### src/rtl/ps2_pkg.sv
// rtl/ps2_pkg.sv - shared types, frame constants and frame-bit helpers for the PS/2 device transmitter
package ps2_pkg;

  typedef enum logic [1:0] {
    IDLE  = 2'd0,
    SETUP = 2'd1,
    LOW   = 2'd2,
    GAP   = 2'd3
  } state_e;

  localparam int FRAME_BITS = 11;

  // Parity bit that makes data+parity contain an odd number of ones
  function automatic logic odd_parity(input logic [7:0] data);
    return ~^data;
  endfunction

  function automatic logic frame_bit(input logic [7:0] data, input logic [3:0] idx);
    logic [2:0] sel;
    sel = 3'(idx - 4'd1);
    if (idx == 4'd0) begin
      return 1'b0;
    end else if (idx <= 4'd8) begin
      return data[sel];
    end else if (idx == 4'd9) begin
      return odd_parity(data);
    end else begin
      return 1'b1;
    end
  endfunction

endpackage

### src/rtl/ps2_sync_fifo.sv
// rtl/ps2_sync_fifo.sv - single-clock FIFO with full/empty flags for queued scancodes
module ps2_sync_fifo #(
  parameter int DEPTH = 8,
  parameter int WIDTH = 8
) (
  input  logic             clk,
  input  logic             rst,
  input  logic             push,
  input  logic             pop,
  input  logic [WIDTH-1:0] wdata,
  output logic [WIDTH-1:0] rdata,
  output logic             full,
  output logic             empty
);

  localparam int AW = $clog2(DEPTH);

  if ((DEPTH < 2) || ((DEPTH & (DEPTH - 1)) != 0)) begin : g_depth_chk
    $error("ps2_sync_fifo: DEPTH must be a power of two and at least 2");
  end

  logic [WIDTH-1:0] mem_q [DEPTH];
  logic [AW-1:0]    wr_ptr_q;
  logic [AW-1:0]    rd_ptr_q;
  logic [AW:0]      count_q;
  logic             do_push;
  logic             do_pop;

  assign full    = (count_q == (AW+1)'(DEPTH));
  assign empty   = (count_q == '0);
  assign do_push = push && !full;
  assign do_pop  = pop && !empty;
  assign rdata   = mem_q[rd_ptr_q];

  always_ff @(posedge clk) begin
    if (do_push) begin
      mem_q[wr_ptr_q] <= wdata;
    end
  end

  always_ff @(posedge clk) begin
    if (rst) begin
      wr_ptr_q <= '0;
      rd_ptr_q <= '0;
      count_q  <= '0;
    end else begin
      if (do_push) wr_ptr_q <= wr_ptr_q + AW'(1);
      if (do_pop)  rd_ptr_q <= rd_ptr_q + AW'(1);
      case ({do_push, do_pop})
        2'b10:   count_q <= count_q + (AW+1)'(1);
        2'b01:   count_q <= count_q - (AW+1)'(1);
        default: count_q <= count_q;
      endcase
    end
  end

endmodule

### src/rtl/ps2_dev_tx.sv
// rtl/ps2_dev_tx.sv - buffered PS/2 device transmitter; define PS2_INHIBIT_EN for host clock-inhibit support
module ps2_dev_tx
  import ps2_pkg::*;
#(
  parameter int CLK_HZ     = 50_000_000,
  parameter int PS2_HZ     = 12_500,
  parameter int FIFO_DEPTH = 8,
  parameter int GAP_BITS   = 2
) (
  input  logic       clk,
  input  logic       rst,
  input  logic [7:0] in_data,
  input  logic       in_valid,
  output logic       in_ready,
  output logic       overflow,
  input  logic       ps2_clk_i,
  output logic       ps2_clk_o,
  output logic       ps2_data_o,
  output logic       busy
);

  localparam int HALF    = CLK_HZ / (2 * PS2_HZ);
  localparam int PW      = (HALF > 1) ? $clog2(HALF) : 1;
  localparam int GAP_PH  = 2 * GAP_BITS;
  localparam int BIT_MAX = (GAP_PH > FRAME_BITS) ? GAP_PH : FRAME_BITS;
  localparam int BW      = $clog2(BIT_MAX);

  localparam logic [PW-1:0] PH_LOAD  = PW'(HALF - 1);
  localparam logic [BW-1:0] LAST_BIT = BW'(FRAME_BITS - 1);
  localparam logic [BW-1:0] LAST_GAP = BW'(GAP_PH - 1);

  if (HALF < 2) begin : g_half_chk
    $error("ps2_dev_tx: CLK_HZ/(2*PS2_HZ) must be at least 2");
  end

  state_e        state_q, state_d;
  logic [PW-1:0] phase_q, phase_d;
  logic [BW-1:0] bit_q, bit_d;
  logic [7:0]    shreg_q, shreg_d;
  logic          clk_q, clk_d;
  logic          data_q, data_d;

  logic          fifo_push;
  logic          fifo_pop;
  logic [7:0]    fifo_rdata;
  logic          fifo_full;
  logic          fifo_empty;
  logic          inhibit;
  logic          cur_bit;

  assign in_ready   = !fifo_full;
  assign overflow   = in_valid && !in_ready;
  assign fifo_push  = in_valid && in_ready;
  assign busy       = (state_q != IDLE) || !fifo_empty;
  assign ps2_clk_o  = clk_q;
  assign ps2_data_o = data_q;
  assign cur_bit    = frame_bit(shreg_q, 4'(bit_q));

  ps2_sync_fifo #(
    .DEPTH (FIFO_DEPTH),
    .WIDTH (8)
  ) u_fifo (
    .clk   (clk),
    .rst   (rst),
    .push  (fifo_push),
    .pop   (fifo_pop),
    .wdata (in_data),
    .rdata (fifo_rdata),
    .full  (fifo_full),
    .empty (fifo_empty)
  );

`ifdef PS2_INHIBIT_EN
  logic [1:0] clk_sync_q;

  always_ff @(posedge clk) begin
    if (rst) clk_sync_q <= 2'b11;
    else     clk_sync_q <= {clk_sync_q[0], ps2_clk_i};
  end

  // Host pulls the clock low while we release it high
  assign inhibit = !clk_sync_q[1] && clk_q;
`else
  logic unused_ps2_clk_i;
  assign unused_ps2_clk_i = ps2_clk_i;
  assign inhibit          = 1'b0;
`endif

  always_ff @(posedge clk) begin
    if (rst) begin
      state_q <= IDLE;
      phase_q <= '0;
      bit_q   <= '0;
      shreg_q <= '0;
      clk_q   <= 1'b1;
      data_q  <= 1'b1;
    end else begin
      state_q <= state_d;
      phase_q <= phase_d;
      bit_q   <= bit_d;
      shreg_q <= shreg_d;
      clk_q   <= clk_d;
      data_q  <= data_d;
    end
  end

  always_comb begin
    state_d  = state_q;
    phase_d  = phase_q;
    bit_d    = bit_q;
    shreg_d  = shreg_q;
    fifo_pop = 1'b0;
    case (state_q)
      IDLE: begin
        if (!fifo_empty && !inhibit) begin
          state_d = SETUP;
          phase_d = PH_LOAD;
          bit_d   = '0;
          shreg_d = fifo_rdata;
        end
      end
      SETUP: begin
        if (inhibit && (bit_q != LAST_BIT)) begin
          state_d = (GAP_BITS == 0) ? IDLE : GAP;
          phase_d = PH_LOAD;
          bit_d   = '0;
        end else if (phase_q == '0) begin
          state_d = LOW;
          phase_d = PH_LOAD;
        end else begin
          phase_d = phase_q - PW'(1);
        end
      end
      LOW: begin
        if (phase_q == '0) begin
          phase_d = PH_LOAD;
          if (bit_q == LAST_BIT) begin
            fifo_pop = 1'b1;
            state_d  = (GAP_BITS == 0) ? IDLE : GAP;
            bit_d    = '0;
          end else begin
            state_d = SETUP;
            bit_d   = bit_q + BW'(1);
          end
        end else begin
          phase_d = phase_q - PW'(1);
        end
      end
      GAP: begin
        if (!inhibit) begin
          if (phase_q != '0) begin
            phase_d = phase_q - PW'(1);
          end else if (bit_q != LAST_GAP) begin
            phase_d = PH_LOAD;
            bit_d   = bit_q + BW'(1);
          end else if (!fifo_empty) begin
            // Skip IDLE so back-to-back frames are separated by exactly the gap
            state_d = SETUP;
            phase_d = PH_LOAD;
            bit_d   = '0;
            shreg_d = fifo_rdata;
          end else begin
            state_d = IDLE;
          end
        end
      end
      default: state_d = IDLE;
    endcase
  end

  always_comb begin
    clk_d  = 1'b1;
    data_d = 1'b1;
    case (state_q)
      SETUP:   data_d = (inhibit && (bit_q != LAST_BIT)) ? 1'b1 : cur_bit;
      LOW: begin
        clk_d  = 1'b0;
        data_d = cur_bit;
      end
      default: ;
    endcase
  end

endmodule

### config.mk
export PLATFORM = sky130hd
export DESIGN_NAME = ps2_dev_tx
export DESIGN_NICKNAME = d
export VERILOG_FILES = /design/src/rtl/ps2_pkg.sv /design/src/rtl/ps2_sync_fifo.sv /design/src/rtl/ps2_dev_tx.sv
export SDC_FILE = /design/constraint.sdc
export NUM_CORES = 1
export LEC_CHECK = 0
export CORE_ASPECT_RATIO = 0.7
export CORE_MARGIN = 3
export CORE_UTILIZATION = 60
export CTS_BUF_LIST = sky130_fd_sc_hd__clkbuf_8 sky130_fd_sc_hd__clkbuf_16
export CTS_CLUSTER_SIZE = 24
export DETAILED_ROUTE_END_ITERATION = 7
export PLACE_DENSITY = 0.78
export RECOVER_POWER = 50
export SLEW_MARGIN = 30
export SYNTH_ARGS = -nofsm -noshare
export SYNTH_HDL_FRONTEND = slang
export SYNTH_SLANG_ARGS = --single-unit
### constraint.sdc
create_clock -name clk -period 3.2 [get_ports clk]
set_clock_uncertainty 0.15 [all_clocks]
set_input_delay 0.96 -clock clk [delete_from_list [all_inputs] [get_ports clk]]
set_output_delay 0.96 -clock clk [all_outputs]
set_load 0.02 [all_outputs]
==> summary.txt <==
Floorplanning
  – Starting Density: 0.639
  – Die area: 9210 µm²
  – Row count: 26
  – Die Ht: 81.2 µm
  – Die Wd: 113 µm
  – I/O pin cnt: 17
  – Core Area: 7580 µm²

Synthesis
  – Synthesized area: 4850 µm²
  – Post-synthesis cell type count: 56
  – Most frequent cells after synthesis: 64 x edfxtp_1, 43 x nor2_1, 40 x dfxtp_1
  – Syn_nets: 414
  – Ranking of synthesized cells by area: edfxtp_1 40%, dfxtp_1 17%, mux4_2 9.3%
  – Top cell type by total area after synthesis: edfxtp_1
  – Async S/R FF share, synth: 0
  – Top-area cell type share of the netlist area: 0.396
  – Sequential area share after synthesis: 0.562
  – Most numerous cell in the Yosys netlist: edfxtp_1
  – Synth Instances: 385
  – Yosys reg bits: 104
  – Avg Synthesized Cell Area: 12.6 µm²
  – YS warnings: 0
  – EDFF count, synth: 64
  – Prevailing post-synth register cell: edfxtp_1

Clock network
  – CTS tree: built
  – Clk root buf: clkbuf_16
  – Clock Latency Late Sink: 350 ps
  – Max Buffers Root-to-Sink: 2
  – Sink Count: 104
  – TritonCTS Buffers: 9
  – Postcts setup bufs: 0
  – CTS H-tree lvls: 3
  – Clock transition at the registers of the reported paths: 70 ps

GRT
  – Gr usage total: 0.228
  – Vias in the first global route: 3090
  – Largest net degree at the start of global routing: 34
  – Grt total ovfl: 0
  – Initial antenna violation count: 0
  – First-pass GRT wire length: 16.1 mm

Routing
  – Post-route DRC violation count: 0
  – 1st-pass router iterations: 5
  – Iter 0 DRT Violations: 353
  – Avg WL per Cell: 18.6 µm
  – Via density per instance: 6.16
  – Drt total wl: 9.55 mm
  – DR vias: 3167
  – DRT antenna net count: 0

Timing
  – Fin Hold WS: 362 ps
  – Unrepaired setup endpoints after global routing: false
  – Relative slew slack: 0.477
  – Slew Limit Fails: 0
  – PnR worst setup slack: 82.5 ps
  – Final setup viols: 0
  – Hold Vio Cnt, Final: 0
  – Tightest Pin Transition: 784 ps
  – Crit share post-route: 0.974
  – Min cycle time layout: 3120 ps
  – F_max: 0.321 GHz

Final layout
  – Footprint of the multi-input gates: 2010 µm²
  – Synthesis-to-layout area growth: 12.9%
  – Post-Route Utilization: 0.722
  – Fill cells: 528
  – Layout cell share with drive strength beyond 1: 0.151
  – Final net count: 440
  – Register Area: 2720 µm²
  – Antenna diodes: 0

Power
  – Pwr Total: 3.97 mW
  – Power Density: 726 nW/µm²
  – P_leak: 1.86 nW
  – Worst vdd ir: 0.316 mV

Setup path
  – Worst r2r src: state_q[1]
  – Cells on worst reg2reg path: 11
  – Crit-path max FO: 7
  – Worst endpoint data arrival time: 2010 ps
  – Crit. End Element: primary output
  – Setup CP Type: reg2out
  – Worst Setup Start Kind: flop
  – Capturing point of the worst reg2reg path: u_fifo.count_q[2]
  – Worst R2R Setup Slack: 200 ps
  – CP required: 2090 ps

Outcome
  – Outcome: complete, no violations

Worst hold path
  – WHS Path Cells: 2
  – Worst hold path type: reg2reg
  – Worst hold start: u_fifo.rd_ptr_q[1]

Job
  – Max cap viols: 0

Place
  – Detailed placer's ending HPWL: 6.56 mm
  – Dpl ws: -112 ps
  – Number of port buffers: 15
  – GP Congestion: 0.918
stage by stage:
stage	cell area (µm²)	std cells	setup TNS, ps
5_1_grt	5470	514	0
6_report	5470	514	0
3_3_place_gp	5190	498	-72.9
2_1_floorplan	4850	385	0
4_1_cts	5490	514	0
3_5_place_dp	5190	498	-112
power by group:
part           total, mW  switching, mW  internal [mW]
clock network       1.05          0.505          0.545
registers           1.70          0.151           1.55
logic               1.22          0.695          0.526
total               3.97           1.35           2.62
sequential cells by signal, indices dropped and copies added (netlist names), named ones only:
name             flops
ps2_data_o           1
u_fifo.wr_ptr_q      3
phase_q             11
shreg_q              8
bit_q                4
state_q              2
u_fifo.rd_ptr_q      3
u_fifo.count_q       4
u_fifo.mem_q        64
ps2_clk_o            1
worst max-delay path, stage by stage, from the launching register on:
cell	delay (ps)
dfxtp_1	380
or4b_2	720
clkdlybuf4s50_1	570
cell usage in the layout, fill, tap and decap left out, drive strengths merged, types with 3 or more instances in the layout:
cell type       n
o21ai          14
dfxtp          40
a31oi           4
clkinv          5
nor3           13
or3             4
buf            14
clkbuf         15
nor3b           4
or4             4
nor2           43
a2111oi         3
nand2          14
dlygate4sd3    10
nand3           8
a211oi         12
or3b            3
nor4            4
o221ai          3
inv            14
mux4           20
a21oi          19
xor2            6
xnor2          11
clkdlybuf4s50   4
ha             17
edfxtp         64
mux2i           9
worst max path at each step:
stage	depth (start not counted)	slack, ps	from	endpoint
after floorplan	12	140	u_fifo.count_q[1]	u_fifo.count_q[2]
after global placement	4	-70	in_valid	overflow
after detailed placement	4	-110	in_valid	overflow
after CTS	2	80	u_fifo.count_q[0]	in_ready
after global routing	2	10	u_fifo.count_q[0]	in_ready
final	2	80	u_fifo.count_q[0]	in_ready
routing by layer:
metal  track usage  wire (µm)  vias up
li1              -          -     1525
met1         0.341       4470     1520
met2         0.348       4340      117
met3        0.0484        695        5
met4        0.0504         51        0
met5             0          0        -
area by class of cell:
| class | count | share of cell area |
|---|---|---|
| clock buffer | 9 | 0.0411 |
| clock inverter | 7 | 0.0130 |
| inverter | 12 | 0.00823 |
| multi-input combinational | 249 | 0.367 |
| sequential | 104 | 0.497 |
| tap | 98 | 0.0224 |
| timing repair buffer | 35 | 0.0505 |
cell families (layout without fill, tap and decap cells):
group | Yosys count | in the layout | share of synthesized area
AND/OR/NAND/NOR | 114 | 114 | 0.122
flip-flops | 104 | 104 | 0.562
AO/OA/AOI/OAI | 71 | 71 | 0.101
buffers and inverters | 32 | 63 | 0.0266
multiplexers | 30 | 30 | 0.114
adder cells (fa/ha/maj) | 17 | 17 | 0.0439
XOR/XNOR | 17 | 17 | 0.0307
timing repair:
item,in CTS,in global routing
hold endpoints to repair,0,0
hold buffers,0,0
resized for setup,1,3
endpoints found under the setup margin,1,2
No activity file was read; power rests on OpenSTA's default activity.
